### src/rtl/jtkiwi_sub_shr.sv
// ----------------------------------------------------------------------------
// jtkiwi_sub_shr : sub-CPU requester end of the main/sub shared-RAM link.
// Revision 1.0 - initial release
// ----------------------------------------------------------------------------
`timescale 1ns/1ps
`default_nettype none

module jtkiwi_sub_shr #(
  parameter logic [2:0] SHR_BASE = 3'b110,
  parameter int         RD_LAT   = 1,
  parameter int         TOUT     = 255
) (
  input  logic        clk,
  input  logic        rst_n,
  input  logic        cen,
  input  logic        snd_rstn,
  input  logic [15:0] A,
  input  logic [7:0]  cpu_dout,
  input  logic        mreq_n,
  input  logic        rfsh_n,
  input  logic        rd_n,
  input  logic        wr_n,
  output logic        wait_n,
  output logic [7:0]  cpu_din,
  output logic [12:0] shr_addr,
  output logic [7:0]  shr_din,
  output logic        sub_rnw,
  output logic        shr_cs,
  input  logic        shr_ok,
  input  logic        mshramen,
  input  logic [7:0]  shr_dout,
  output logic        tout_flag
);

  localparam logic [7:0] c_tout   = 8'(TOUT);
  localparam logic [7:0] c_rd_lat = 8'(RD_LAT);

  typedef enum logic [1:0] {IDLE, REQ, ACC, DONE} state_t;

  state_t      r_state, w_state_nx;
  logic [7:0]  r_tcnt, w_tcnt_nx;
  logic [7:0]  r_lcnt, w_lcnt_nx;
  logic        r_rnw_l, w_rnw_l_nx;
  logic        w_wait_n_nx, w_shr_cs_nx, w_sub_rnw_nx, w_tout_nx;
  logic [12:0] w_shr_addr_nx;
  logic [7:0]  w_shr_din_nx, w_cpu_din_nx;
  logic        w_hit;

  assign w_hit = cen & ~mreq_n & rfsh_n & (~rd_n | ~wr_n) & (A[15:13] == SHR_BASE);

  always_ff @(posedge clk or negedge rst_n) begin
    if (!rst_n) begin
      r_state   <= IDLE;
      r_tcnt    <= '0;
      r_lcnt    <= '0;
      r_rnw_l   <= 1'b1;
      wait_n    <= 1'b1;
      shr_cs    <= 1'b0;
      sub_rnw   <= 1'b1;
      shr_addr  <= '0;
      shr_din   <= '0;
      cpu_din   <= '0;
      tout_flag <= 1'b0;
    end else begin
      r_state   <= w_state_nx;
      r_tcnt    <= w_tcnt_nx;
      r_lcnt    <= w_lcnt_nx;
      r_rnw_l   <= w_rnw_l_nx;
      wait_n    <= w_wait_n_nx;
      shr_cs    <= w_shr_cs_nx;
      sub_rnw   <= w_sub_rnw_nx;
      shr_addr  <= w_shr_addr_nx;
      shr_din   <= w_shr_din_nx;
      cpu_din   <= w_cpu_din_nx;
      tout_flag <= w_tout_nx;
    end
  end

  always_comb begin
    w_state_nx    = r_state;
    w_tcnt_nx     = r_tcnt;
    w_lcnt_nx     = r_lcnt;
    w_rnw_l_nx    = r_rnw_l;
    w_wait_n_nx   = wait_n;
    w_shr_cs_nx   = shr_cs;
    w_sub_rnw_nx  = sub_rnw;
    w_shr_addr_nx = shr_addr;
    w_shr_din_nx  = shr_din;
    w_cpu_din_nx  = cpu_din;
    w_tout_nx     = tout_flag;
    if (!snd_rstn) begin
      // Sub CPU held in reset: drop the request but keep read data and flag
      w_state_nx   = IDLE;
      w_shr_cs_nx  = 1'b0;
      w_wait_n_nx  = 1'b1;
      w_sub_rnw_nx = 1'b1;
    end else begin
      case (r_state)
        IDLE: begin
          if (w_hit) begin
            w_shr_addr_nx = A[12:0];
            w_shr_din_nx  = cpu_dout;
            w_rnw_l_nx    = wr_n;
            w_shr_cs_nx   = 1'b1;
            w_wait_n_nx   = 1'b0;
            w_sub_rnw_nx  = 1'b1;
            w_tcnt_nx     = '0;
            w_state_nx    = REQ;
          end
        end
        REQ: begin
          w_shr_cs_nx  = 1'b1;
          w_wait_n_nx  = 1'b0;
          w_sub_rnw_nx = 1'b1;
          if (r_tcnt != c_tout) w_tcnt_nx = r_tcnt + 8'd1;
          if (w_tcnt_nx == c_tout) w_tout_nx = 1'b1;
          if (shr_ok && !mshramen) begin
            // Write strobe is issued for the first ACC clock only
            w_sub_rnw_nx = r_rnw_l;
            w_lcnt_nx    = '0;
            w_state_nx   = ACC;
          end
        end
        ACC: begin
          w_sub_rnw_nx = 1'b1;
          if (!shr_ok) begin
            w_state_nx = REQ;
          end else if (r_lcnt == c_rd_lat) begin
            if (r_rnw_l) w_cpu_din_nx = shr_dout;
            w_wait_n_nx = 1'b1;
            w_state_nx  = DONE;
          end else begin
            w_lcnt_nx = r_lcnt + 8'd1;
          end
        end
        DONE: begin
          // Hold the RAM until the CPU bus cycle ends
          w_wait_n_nx = 1'b1;
          if (mreq_n) begin
            w_shr_cs_nx = 1'b0;
            w_state_nx  = IDLE;
          end
        end
        default: w_state_nx = IDLE;
      endcase
    end
  end

endmodule

`default_nettype wire

### config.mk
export PLATFORM = sky130hd
export DESIGN_NAME = jtkiwi_sub_shr
export DESIGN_NICKNAME = d
export VERILOG_FILES = /design/src/rtl/jtkiwi_sub_shr.sv
export SDC_FILE = /design/constraint.sdc
export NUM_CORES = 1
export LEC_CHECK = 0
export CAP_MARGIN = 20
export CORE_MARGIN = 1.5
export CORE_UTILIZATION = 45
export CTS_BUF_LIST = sky130_fd_sc_hd__clkbuf_4
export DETAILED_ROUTE_END_ITERATION = 10
export PLACE_DENSITY = 0.76
export SLEW_MARGIN = 25
export SYNTH_ARGS = -nofsm -noshare
export SYNTH_HDL_FRONTEND = slang
export SYNTH_SLANG_ARGS = --single-unit
### constraint.sdc
create_clock -name clk -period 6 [get_ports clk]
set_clock_uncertainty 0.15 [all_clocks]
set_input_delay 0.6 -clock clk [delete_from_list [all_inputs] [get_ports clk]]
set_output_delay 0.6 -clock clk [all_outputs]
set_load 0.02 [all_outputs]
==> key figures <==
Setup path
  – WP data arrival: between 2000 and 3000 ps
  – CP endpoint kind: register
  – CP Class: in2reg
  – Critical path peak fanout: 22
  – Required @ worst endpoint: 6100 ps
  – Worst Setup Start Kind: input pin

Floorplan
  – Initial Util: between 40% and 50%
  – Die Height: 78.8 um
  – # IOs: 75
  – Die area: between 0.006 and 0.007 mm2
  – Core box area: roughly 0.0055 mm2
  – Die X: 78.8 um
  – FP Rows: 27

Layout
  – # nets final: ~350
  – # fillers: between 400 and 500
  – Layout cells sized above 1: under 10%
  – Area Overhead vs Synth: 33.6%
  – # diodes: 0

Placement
  – Routability-driven placement congestion ratio: 0.840
  – DP Wirelength: about 4100 um
  – Port Buf Inserts: 74

Timing
  – Max Slew Vio Count: 0
  – RSZ-0062 raised after global routing: no
  – Slew Limit Headroom: 37.3%
  – Min cycle time layout: around 2600 ps
  – Final Hold Fails: 0
  – Fmax: 0.391 GHz
  – Final Cycle Share: 42.6%
  – WHS: ~170 ps
  – Worst-Margin Slew: ~940 ps
  – Final setup fails: 0
  – Setup TNS: 0 ps

Synth
  – Post-synthesis instance area: around 0.0026 mm2
  – Synth Net Count: about 280
  – Synth warn: 0
  – Register bit total from synthesis: 52
  – Yosys cell types: between 50 and 60
  – FFs w/ async S/R, synth: between 90% and 100%
  – Synth Flop Type: dfrtp_1
  – Post-synth EDFFs: 0
  – Mapped Cells: 227
  – Post-synthesis sequential area ratio: between 50% and 60%
  – Avg Synthesized Cell Area: roughly 11 um2

Route
  – Detail Route met2 WL: 2480 um
  – First drt pass iteration count: 4
  – Total Routed Length: between 5000 and 6000 um
  – DR WL/cell: between 10 and 15 um
  – Wl on met1: ~2500 um
  – Starting DRT DRC Count: 99
  – Vias/cell: between 5 and 6
  – WL met3: 440 um
  – Max Used Layer: met4
  – DR vias: 2005
  – Drt drc: 0
  – Antenna viol nets, final: 0

Worst hold path
  – Hold Path Class: in2async

Clock network
  – CTS Buf Count: 5
  – CTS tree: done
  – Worst-skew pair later-pin latency: between 300 and 400 ps
  – Num Clock Sinks: 52
  – Clk slew on worst S/H paths: about 160 ps
  – CTS H-tree depth: 2
  – Post-CTS setup repair buffer count: 0
  – Cts hold-fix bufs: 0
  – CTS root buf: clkbuf_4
  – Resize count post-CTS: 0
  – CTS max path bufs: 2

GRT
  – Total track usage: 18.7%
  – Initial antenna violation count: 0
  – GRT overflow: 0
  – First-pass GRT wire length: 8970 um
  – Vias in the first global route: between 1500 and 2000
  – Largest net degree at the start of global routing: 53

Power and ir drop
  – Leak: 1.54 nW
  – VDD IR max: around 0.16 mV
  – Power per cell area: about 240 mW/mm2

Status
  – Outcome: finished clean

Flow run
  – Max Cap Violations: 0
## kinds of logic after synthesis
family	after synthesis	share of synthesized area, %
multiplexers	31	13.4
AO/OA/AOI/OAI	46	12.3
buffers and inverters	17	3.00
XOR/XNOR	5	1.69
flip-flops	52	50.4
adder cells (fa/ha/maj)	8	3.87
AND/OR/NAND/NOR	68	15.3
## placed cells by master (no fill, tap or decap), types with 2 or more instances in the layout
master           instances
ha_1                     8
nand2_1                 22
nor2_1                   6
inv_1                    9
o211ai_1                 2
dfstp_2                  3
o31ai_1                  2
nand3_1                  8
and4_1                   2
o21a_1                   2
nor3_1                   6
o21ai_1                  2
nand4_1                  3
dfrtp_1                 49
a31oi_1                  2
xor2_1                   4
clkdlybuf4s50_1         73
o21ai_0                  7
a22o_1                   2
mux2_1                  29
and3_1                   6
clkbuf_4                 5
a21oi_1                 12
a21o_1                   2
nand3_2                  2
nor2b_1                  3
## critical path, cell delays in order
cell,delay [ps]
clkdlybuf4s50_1,450
and4b_1,210
and4_1,270
nand2_1,570
mux2_1,550
## state kept, by name, indices dropped and copies added, names as in the netlist
signal and cells:
r_state 2, r_lcnt 8, tout_flag 1, shr_cs 1, shr_din 8, sub_rnw 1
cpu_din 8, r_tcnt 8, r_rnw_l 1, wait_n 1, shr_addr 13
## Yosys cell counts (3+ instances only)
library cell,number,share of area [%]
dfstp_2,3,3.0
inv_1,9,1.3
buf_2,5,0.97
and3_1,6,1.5
nor2_1,6,0.87
nand2_1,22,3.2
dfrtp_1,49,47
mux2_1,29,13
nand4_1,3,0.73
a21oi_1,12,2.3
xor2_1,4,1.4
nand3_1,8,1.5
nor2b_1,3,0.73
ha_1,8,3.9
nor3_1,6,1.2
o21ai_0,7,1.4
## layer usage
layer	vias up	GRT usage, %
met1	947	25.0
met4	0	5.79
met2	74	29.9
li1	977	-
met5	-	0
met3	7	4.83
## power breakdown
| group | internal (W) | switching, W |
|---|---|---|
| combinational | 0.000109 | 0.000111 |
| sequential | 0.000386 | 0.0000242 |
| clock | 0.0000873 | 0.000112 |
| total | 0.000582 | 0.000247 |
## path summary, 6_finish.rpt
kind / end / start / slack, ps / cells after the start
worst min register to register: shr_addr[6] / shr_addr[6] / 360 / 1
worst max register to register: shr_addr[8] / r_state[1] / 3490 / 5
min in group clk: shr_addr[6] / shr_addr[6] / 360 / 1
worst max-delay path: shr_addr[8] / cen / 3440 / 5
max in group asynchronous: r_lcnt[6] / rst_n / 5090 / 2
worst min-delay path: shr_din[5] / rst_n / 170 / 2
## layout make-up
class                           instances  area [um2]  area share, %
Timing Repair Buffer                   75         743           21.5
Clock inverter                          3        42.5           1.23
Inverter                                9        33.8          0.977
Tap cell                               72        90.1           2.61
Multi-Input combinational cell        158        1200           34.9
Clock buffer                            5        37.5           1.09
Sequential cell                        52        1310           37.7
## metrics by stage
stage | utilization [%] | total power, W | instance area [um2] | setup slack, ps | cells
global placement | 61.0 | 0.000632 | 3380 | 3070 | 366
finish | 62.4 | 0.000829 | 3460 | 3440 | 374
CTS | 62.4 | 0.000841 | 3460 | 3430 | 374
detailed placement | 61.0 | 0.000640 | 3380 | 3010 | 366
global route | 62.4 | 0.000876 | 3460 | 3330 | 374
floorplan | - | 0.000531 | 2590 | 4050 | 227
(Power assumes the default switching activity.)
